===== config.mk =====
export PLATFORM = sky130hd
export DESIGN_NAME = poly_feeder_flat
export DESIGN_NICKNAME = d
export VERILOG_FILES = /design/src/rtl/poly_pkg.sv /design/src/rtl/poly_feeder_if.sv /design/src/rtl/poly_feed_timer.sv /design/src/rtl/poly_feeder.sv /design/src/flat_wrapper.sv
export SDC_FILE = /design/constraint.sdc
export NUM_CORES = 1
export LEC_CHECK = 0
export ABC_AREA = 1
export CAP_MARGIN = 15
export CORE_UTILIZATION = 40
export CTS_CLUSTER_DIAMETER = 40
export DETAILED_ROUTE_END_ITERATION = 8
export PLACE_DENSITY = 0.76
export SETUP_SLACK_MARGIN = 0.4
export SYNTH_ARGS = -nofsm -noshare
export SYNTH_HDL_FRONTEND = slang
export SYNTH_HIERARCHICAL = 1
export SYNTH_SLANG_ARGS = --single-unit

===== constraint.sdc =====
create_clock -name clk -period 1.7 [get_ports clk]
set_input_delay 0.255 -clock clk [delete_from_list [all_inputs] [get_ports clk]]
set_output_delay 0.255 -clock clk [all_outputs]
set_load 0.05 [all_outputs]

===== src/rtl/poly_pkg.sv =====
`default_nettype none
// ============================================================================
// poly_pkg : shared types and constants for the poly_feeder slice
// Rev 1.0  : initial release
// ============================================================================
package poly_pkg;

    typedef enum logic [2:0] {
        ST_IDLE     = 3'd0,
        ST_GO_HI    = 3'd1,
        ST_GO_LO    = 3'd2,
        ST_WAIT_RES = 3'd3,
        ST_CAPTURE  = 3'd4
    } state_t;

    localparam logic [1:0] OP_A = 2'd0;
    localparam logic [1:0] OP_B = 2'd1;
    localparam logic [1:0] OP_C = 2'd2;
    localparam logic [1:0] OP_X = 2'd3;

    localparam int ENGINE_RES_LAT = 6;

    function automatic int at_least_one(input int v);
        return (v < 1) ? 1 : v;
    endfunction

    function automatic int max3(input int a, input int b, input int c);
        int m;
        m = (a > b) ? a : b;
        return (m > c) ? m : c;
    endfunction

endpackage
`default_nettype wire


===== src/rtl/poly_feeder_if.sv =====
`default_nettype none
// ============================================================================
// poly_feeder_if : operand stream in, captured result out
// Rev 1.0        : initial release
// ============================================================================
interface poly_feeder_if #(
    parameter int W = 8
);
    logic         in_valid;
    logic         in_ready;
    logic [W-1:0] in_data;
    logic         res_valid;
    logic [W-1:0] res_data;

    modport master (
        output in_valid,
        output in_data,
        input  in_ready,
        input  res_valid,
        input  res_data
    );

    modport slave (
        input  in_valid,
        input  in_data,
        output in_ready,
        output res_valid,
        output res_data
    );
endinterface
`default_nettype wire


===== src/rtl/poly_feed_timer.sv =====
`default_nettype none
// ============================================================================
// poly_feed_timer : loadable down-counter, done while the count is zero
// Rev 1.0         : initial release
// ============================================================================
module poly_feed_timer #(
    parameter int CW = 3
) (
    input  wire logic          clk,
    input  wire logic          resetn,
    input  wire logic          load,
    input  wire logic [CW-1:0] load_val,
    output logic               done
);
    logic [CW-1:0] r_cnt;

    // Holds at zero once expired, so it never wraps while a state lingers.
    always_ff @(posedge clk) begin
        if (!resetn) begin
            r_cnt <= '0;
        end else if (load) begin
            r_cnt <= load_val;
        end else if (r_cnt != '0) begin
            r_cnt <= r_cnt - 1'b1;
        end
    end

    assign done = (r_cnt == '0);
endmodule
`default_nettype wire


===== src/rtl/poly_feeder.sv =====
`default_nettype none
// ============================================================================
// poly_feeder : replays A, B, C, X onto the engine Go/DataIn handshake and
//               captures DataResult after the engine's compute latency
// Rev 1.0     : initial release
// ============================================================================
module poly_feeder
    import poly_pkg::*;
#(
    parameter int W       = 8,
    parameter int GO_HI   = 2,
    parameter int GO_LO   = 2,
    parameter int RES_LAT = ENGINE_RES_LAT
) (
    input  wire logic         clk,
    input  wire logic         resetn,
    poly_feeder_if.slave      bus,
    output logic              poly_go,
    output logic [W-1:0]      poly_data,
    input  wire logic [W-1:0] poly_result,
    output logic [1:0]        op_idx,
    output logic              busy
);
    localparam int HI_N = at_least_one(GO_HI);
    localparam int LO_N = at_least_one(GO_LO);
    localparam int MAXV = max3(HI_N, LO_N, at_least_one(RES_LAT));
    localparam int CW   = $clog2(MAXV + 1);

    // An N-cycle interval loads N-1: the first cycle in the state sees N-1.
    localparam logic [CW-1:0] HI_LOAD  = CW'(HI_N - 1);
    localparam logic [CW-1:0] LO_LOAD  = CW'(LO_N - 1);
    localparam logic [CW-1:0] RES_LOAD = CW'(RES_LAT);

    state_t         r_state;
    logic [1:0]     r_op_idx;
    logic           r_go;
    logic [W-1:0]   r_data;
    logic           r_res_valid;
    logic [W-1:0]   r_res_data;

    logic           w_load;
    logic [CW-1:0]  w_load_val;
    logic           w_done;

    always_comb begin
        w_load     = 1'b0;
        w_load_val = '0;
        case (r_state)
            ST_IDLE: begin
                if (bus.in_valid) begin
                    w_load     = 1'b1;
                    w_load_val = HI_LOAD;
                end
            end
            ST_GO_HI: begin
                if (w_done) begin
                    w_load     = 1'b1;
                    w_load_val = (r_op_idx == OP_X) ? RES_LOAD : LO_LOAD;
                end
            end
            default: ;
        endcase
    end

    poly_feed_timer #(.CW(CW)) u_timer (
        .clk      (clk),
        .resetn   (resetn),
        .load     (w_load),
        .load_val (w_load_val),
        .done     (w_done)
    );

    always_ff @(posedge clk) begin
        if (!resetn) begin
            r_state     <= ST_IDLE;
            r_op_idx    <= OP_A;
            r_go        <= 1'b0;
            r_data      <= '0;
            r_res_valid <= 1'b0;
            r_res_data  <= '0;
        end else begin
            r_res_valid <= 1'b0;
            case (r_state)
                ST_IDLE: begin
                    if (bus.in_valid) begin
                        r_data  <= bus.in_data;
                        r_go    <= 1'b1;
                        r_state <= ST_GO_HI;
                    end
                end
                ST_GO_HI: begin
                    if (w_done) begin
                        r_go    <= 1'b0;
                        r_state <= (r_op_idx == OP_X) ? ST_WAIT_RES : ST_GO_LO;
                    end
                end
                ST_GO_LO: begin
                    if (w_done) begin
                        r_op_idx <= r_op_idx + 2'd1;
                        r_state  <= ST_IDLE;
                    end
                end
                ST_WAIT_RES: begin
                    if (w_done) begin
                        r_res_data  <= poly_result;
                        r_res_valid <= 1'b1;
                        r_state     <= ST_CAPTURE;
                    end
                end
                ST_CAPTURE: begin
                    r_op_idx <= OP_A;
                    r_state  <= ST_IDLE;
                end
                default: r_state <= ST_IDLE;
            endcase
        end
    end

    assign bus.in_ready  = (r_state == ST_IDLE);
    assign bus.res_valid = r_res_valid;
    assign bus.res_data  = r_res_data;
    assign poly_go       = r_go;
    assign poly_data     = r_data;
    assign op_idx        = r_op_idx;
    assign busy          = (r_state != ST_IDLE);
endmodule
`default_nettype wire


===== src/flat_wrapper.sv =====
// flat-port wrapper written by rule: the top's interface ports become plain ports
module poly_feeder_flat import poly_pkg::*;
#(
    parameter int W       = 8,
    parameter int GO_HI   = 2,
    parameter int GO_LO   = 2,
    parameter int RES_LAT = ENGINE_RES_LAT
)
  (clk, resetn, poly_go, poly_data, poly_result, op_idx, busy, bus_in_valid, bus_in_data, bus_in_ready, bus_res_valid, bus_res_data);
  poly_feeder_if #(.W(W)) bus_i ();
  input  wire logic clk;
  input  wire logic resetn;
  output logic poly_go;
  output logic [W-1:0] poly_data;
  input  wire logic [W-1:0] poly_result;
  output logic [1:0] op_idx;
  output logic busy;
  input wire logic [$bits(bus_i.in_valid)-1:0] bus_in_valid;
  input wire logic [$bits(bus_i.in_data)-1:0] bus_in_data;
  output wire logic [$bits(bus_i.in_ready)-1:0] bus_in_ready;
  output wire logic [$bits(bus_i.res_valid)-1:0] bus_res_valid;
  output wire logic [$bits(bus_i.res_data)-1:0] bus_res_data;
  assign bus_i.in_valid = bus_in_valid;
  assign bus_i.in_data = bus_in_data;
  assign bus_in_ready = bus_i.in_ready;
  assign bus_res_valid = bus_i.res_valid;
  assign bus_res_data = bus_i.res_data;
  poly_feeder #(.W(W), .GO_HI(GO_HI), .GO_LO(GO_LO), .RES_LAT(RES_LAT)) u_core (.clk(clk), .resetn(resetn), .bus(bus_i), .poly_go(poly_go), .poly_data(poly_data), .poly_result(poly_result), .op_idx(op_idx), .busy(busy));
endmodule

* Word-level counts from Yosys, hierarchy flattened
Index checks and enable logic that the tools add are counted.
Storage, ports and cells: bits in latches 0, memory bits (read-only) 0, output and inout bits 22, input bits 19, memories kept 0, logic and storage cells 51, register bits 26, RAM bits 0
Operators by class: order comparisons 0, $add $sub $neg 2, shift-type cells 0, multiplexer cells 20, $mul 0, equal/unequal tests 9, reduce and logical (&&, ||, !) cells 13, divide/modulo/power cells 0, bitwise gates (word level) 0
Operators with widths (count):
- 3-bit 2-to-1 mux | 8
- 3-bit one-hot mux with 4 select lines | 1
- 2-bit != test, second input constant | 4
- 2-bit AND reduction | 4
- 3-bit by 2-bit equality test with 1-bit output, second input constant | 2
- 3-bit zero test | 2
- 1-bit 2-to-1 mux | 6
- 3-bit one-hot mux with 2 select lines | 1
- 2-bit nonzero test | 3
- 3-bit nonzero test | 2
- 1-bit one-hot mux with 2 select lines | 2
- 2-bit one-hot mux with 2 select lines | 1
- 4-bit AND reduction | 1
- 3-bit by 1-bit equality test with 1-bit output, second input constant | 1
- 3-bit equality test, second input constant | 1
- 3-bit AND reduction | 1
- 3-bit by 1-bit subtractor with 3-bit output, second input constant | 1
- 2-bit by 1-bit adder with 2-bit output, second input constant | 1
- 2-bit equality test, second input constant | 1
- 2-bit 2-to-1 mux | 1

* Logic depth before layout (Yosys ltp)
Gate-level depths: netlist (run 1).
depth after elaboration 5, mapped depth 11, depth with buffers taken out 11

* Modules after synthesis
The synthesis (run 1) kept the hierarchy.
By module, submodules not included:
- poly_feeder | seq. area each 460.4 um2, times used 1, area an instance 978.4 um2, cells an instance 124
- poly_feed_timer | seq. area each 60.1 um2, times used 1, area an instance 200.2 um2, cells an instance 29

* Worst setup path before layout (run 1)
OpenSTA, ideal clock, no wires.
path kind register -> register, start point register u_core.u_timer.r_cnt[0], end point register u_core.u_timer.r_cnt[1], arrival time 1.494 ns, setup slack 0.090 ns, stages on the path, launching flop included 12, period minus slack after synthesis 1.610 ns, cells stage by stage dfxtp_1 inv_1 ha_1 inv_1 nor2_1 nand3_1 nand2_1 inv_2 nand3_2 inv_1 nor2_1 nor2_1
On the way: longest elaborated chain between the ends 4, elaborated cells between the ends (all ways) 10
RTL lines:
- start, declared | RTL line poly_feed_timer.sv:15 | logic [CW-1:0] r_cnt;
- start signal, assigned | RTL line poly_feed_timer.sv:22 | r_cnt <= load_val;
- start signal, assigned | RTL line poly_feed_timer.sv:24 | r_cnt <= r_cnt - 1'b1;
- 3-bit zero test (*) | RTL line poly_feed_timer.sv:28 | assign done = (r_cnt == '0);
- named net u_core.w_done | RTL line poly_feeder.sv:43 | logic w_done;
- 1-bit 2-to-1 mux (*) | RTL line poly_feeder.sv:56 | if (w_done) begin
- 1-bit one-hot mux with 2 select lines (*) | RTL line poly_feeder.sv:48 | case (r_state)
- named net u_core.w_load | RTL line poly_feeder.sv:41 | logic w_load;
- 3-bit 2-to-1 mux / 2-bit nonzero test (equally long branches)
Mark *: on every way through the listed nets, which the timed path passes. The rest lies on a longest branch. The select of a mux whose other input is x is not followed. A chain may end at the register's enable or synchronous reset.

* Worst setup path in the final report (run 1)
start point register u_core.r_state[0], end point output busy
On the way: longest elaborated chain between the ends 1
RTL lines:
- start, declared | RTL line poly_feeder.sv:34 | state_t r_state;
- start signal, assigned | RTL line poly_feeder.sv:94 | r_state <= (r_op_idx == OP_X) ? ST_WAIT_RES : ST_GO_LO;
- 3-bit nonzero test | RTL line poly_feeder.sv:125 | assign busy = (r_state != ST_IDLE);
- end, declared | RTL line flat_wrapper.sv:17 | output logic busy;
No other way between the ends.

==> results of run 1 <==
-- timing repair --
item	in CTS	in global routing
endpoints found under the setup margin	16	21
pin swaps	7	4
setup buffers	11	6
gates resized for setup	15	16
gates cloned	1	2
endpoints found under the hold margin	0	0
-- report_power, final --
part           internal [mW]  switching, mW
logic                  0.877           1.22
registers              0.755          0.101
clock network          0.131          0.182
-- final timing paths --
check             slack (ns)  cells after the start                endpoint                    start
setup / recovery        0.25                      4                    busy        u_core/r_state[0]
hold reg to reg         0.45                      2  u_core/bus.res_data[4]   u_core/bus.res_data[4]
hold / removal          0.45                      2  u_core/bus.res_data[4]   u_core/bus.res_data[4]
setup reg to reg        0.30                     11        u_core/op_idx[1]  u_core/u_timer/r_cnt[0]
-- cell type report --
class | count | area share, %
sequential | 26 | 28.3
clock buffer | 4 | 1.92
inverter | 27 | 5.37
tap | 31 | 2.05
timing repair buffer | 61 | 28.0
multi-input combinational | 97 | 34.4
-- stage by stage --
| stage | hold slack, ns | std cells | utilization [%] | setup slack (ns) |
|---|---|---|---|---|
| floorplan | 0.391 | 153 | - | 0.320 |
| global placement | 0.431 | 222 | 57.8 | 0.282 |
| detailed placement | 0.440 | 222 | 57.8 | 0.201 |
| CTS | 0.460 | 238 | 63.6 | 0.232 |
| global route | 0.483 | 246 | 67.9 | 0.164 |
| finish | 0.454 | 246 | 67.9 | 0.246 |
-- synthesized netlist by cell type --
cell	number
dfxtp_1	26
inv_1	25
a21oi_1	23
nand2_1	22
o21ai_0	13
nand3_1	12
nor2_1	11
ha_1	3
nand3_2	3
buf_6	2
clkbuf_1	2
inv_2	2
nand4_1	2
a21oi_2	1
buf_2	1
buf_4	1
nand4_4	1
nor2_4	1
nor2_8	1
xnor2_1	1
-- layer usage --
| layer | share of wire, % | vias to the layer above | wire length, um |
|---|---|---|---|
| met5 | 0 | - | 0 |
| met4 | 1.8 | 0 | 58 |
| met3 | 4.0 | 7 | 125 |
| met2 | 51 | 29 | 1610 |
| met1 | 43 | 582 | 1350 |
| li1 | - | 627 | - |
-- worst min-delay path, delay by kind of cell (launching register included) --
kind / cells / cell delay (ns)
DFF: 1 / 0.34
buffers and inverters: 1 / 0.05
AOI/OAI and AO/OA: 1 / 0.05
-- sequential cells by signal (all words and copies together) (netlist names) --
signal,flops
u_core/poly_go,1
u_core/r_state,3
u_core/poly_data,8
u_core/bus.res_data,8
u_core/op_idx,2
u_core/u_timer/r_cnt,3
u_core/bus.res_valid,1
-- cell families after synthesis --
| family | after synthesis | share of synthesized area (%) |
|---|---|---|
| XOR/XNOR | 1 | 0.743 |
| buffers and inverters | 33 | 12.2 |
| AO/OA/AOI/OAI | 37 | 16.0 |
| AND/OR/NAND/NOR | 53 | 23.7 |
| flip-flops | 26 | 44.2 |
| adder cells (fa/ha/maj) | 3 | 3.19 |
==> qor_table.md, run 1 <==
| Metric | This run |
| --- | --- |
| CP top delay family | flip-flops |
| Clock Skews | 0.0160 ns |
| Commonest non-fill, non-tap cell in the layout | buf_4 |
| Highest attainable clock frequency | 688 MHz |
| Net total in the final layout | 238 |
| Main area contributors after synthesis | dfxtp_1, a21oi_1, inv_1, nand2_1, o21ai_0 |
| Busiest layer in global routing | met2 |
| Level count of the clock H-tree | 1 |
| I/O pin cnt | 41 |
| Area of placed instances | 1610 um^2 |
| Worst Tran Pin Value | 0.445 ns |
| Clock transition time at the flip-flop clock pins of the worst setup and hold paths | 0.14 ns |
| Floorplan die width | 56.3 um |
| Run status | finished clean |
| Total gr overflow | 0 |
| Routed wirelength normalized by instance count | 12.8 um |
| Number of antenna violations at the first check in global routing | 0 |
| Max Cap Viol | 0 |
| Hold buffer count at CTS | 0 |
| Top fanout value on the critical path | 6 |
| Worst setup path class | flip-flop to output port |
| DRC violations left | 0 |
| Number of distinct library cells after synthesis | 20 |
| Combined global-route utilization of all metal layers | 20.1% |
| Leakage power | 0.816 nW |
| Initial DRC count | 43 |
| Met1 demand-to-capacity share in global routing | 24.5% |
| Area of the core | 2780 um^2 |
| Site row count | 19 |
| Buffer depth of the longest clock path | 2 |
| Number of sinks handled by clock tree synthesis | 26 |
| Die Footprint | 3170 um^2 |
| Cell taking the most area after synthesis | dfxtp_1 |
| Via Count | 1,245 |
| Ratio of final minimum period to clock period | 85.5% |
| Highest cell delay on the worst timing path | 0.39 ns |
| Post-Syn Area | 1180 um^2 |
| Multi-input combinational cell area | 649 um^2 |
| Chip height | 56.3 um |
| # fillers | 214 |
| Count of yosys warnings during synthesis | 6 |
| Global-route met3 utilization | 3.69% |
| Number of failing hold endpoints at the final stage | 0 |
| Series of cell instances along the critical path | buf_4, nor2_8, inv_2, buf_12 |
| Port Buffers | 40 |
| Total wire length | 3140 um |
| Largest net degree at the start of global routing | 15 |
| Required time at the endpoint of the critical path | 1.44 ns |
| TritonCTS clock tree | built |
| VDD IR max | 0.00117 V |
| Synth Area per Inst | 7.70 um^2 |
| Number of global-route vias before repair | 1,170 |
| Area Growth Syn to Fin | 60.2% |
| Count of antenna diodes in the layout | 0 |
| Unrepaired setup endpoints after global routing | yes |
| Finished layout cell area | 1890 um^2 |
| Min Tclk post-route | 1.45 ns |
| Most used cells in the layout excluding fill and tap cells | buf_4, a21oi_1, inv_1, nand2_1, dfxtp_1 |
| Relative slew margins | 70.3% |
| Critical Path End Type | output port |
| Slew Limit Fails | 0 |
| Fraction of synthesized cell area taken by the top area cell type | 44.2% |
| Clk root buf | clkbuf_4 |
| Arr. time, crit path | 1.20 ns |
| Total power | 3.26 mW |
| Share of synthesized area occupied by flip-flops and latches | 44.2% |
| Slowest stage cell on the critical path | dfxtp_4 |
| Final TNS setup | 0 ns |
| Synthesized flop and latch total | 26 |
| Number of buffers inserted during clock tree synthesis | 3 |
| Skew-Pair Late Insertion Delay | 0.33 ns |
| Remaining antenna violation count | 0 |
| Number of nets produced by synthesis | 175 |
| Sum of net half-perimeters after detailed placement | 1960 um |
| Crit path launch type | flip-flop |
| Routed vias/inst | 5.06 |
| Register area | 534 um^2 |
| Length of the first detailed-routing pass in iterations | 4 |
| Fraction of layout instances using a drive strength above 1 | 38.6% |
| Wire length of the first global-routing pass | 5000 um |
| Fraction of met2 tracks used by global routing | 35.0% |
| Placer's final routability congestion estimate | 0.852 |
| Path class of the lowest-slack min-delay path | flip-flop to flip-flop |
| Count of mapped cells out of synthesis | 153 |
| Final Setup Violations | 0 |
| Number of buffer and inverter instances along the worst setup path | 3 |
| Power Density | 1730 nW/um^2 |
| Effective utilization at floorplan | 42.4% |
(Power assumes the default switching activity.)
==> inputs of run 2 (changes only) <==
--- a/config.mk
+++ b/config.mk
@@ -9,6 +9,7 @@
 export CAP_MARGIN = 15
 export CORE_UTILIZATION = 40
 export CTS_CLUSTER_DIAMETER = 40
+export CTS_CLUSTER_SIZE = 10
 export DETAILED_ROUTE_END_ITERATION = 8
 export PLACE_DENSITY = 0.76
 export SETUP_SLACK_MARGIN = 0.4
==> results of run 2 <==
The final DEF is identical to that of run 1; final timing and power are the same.
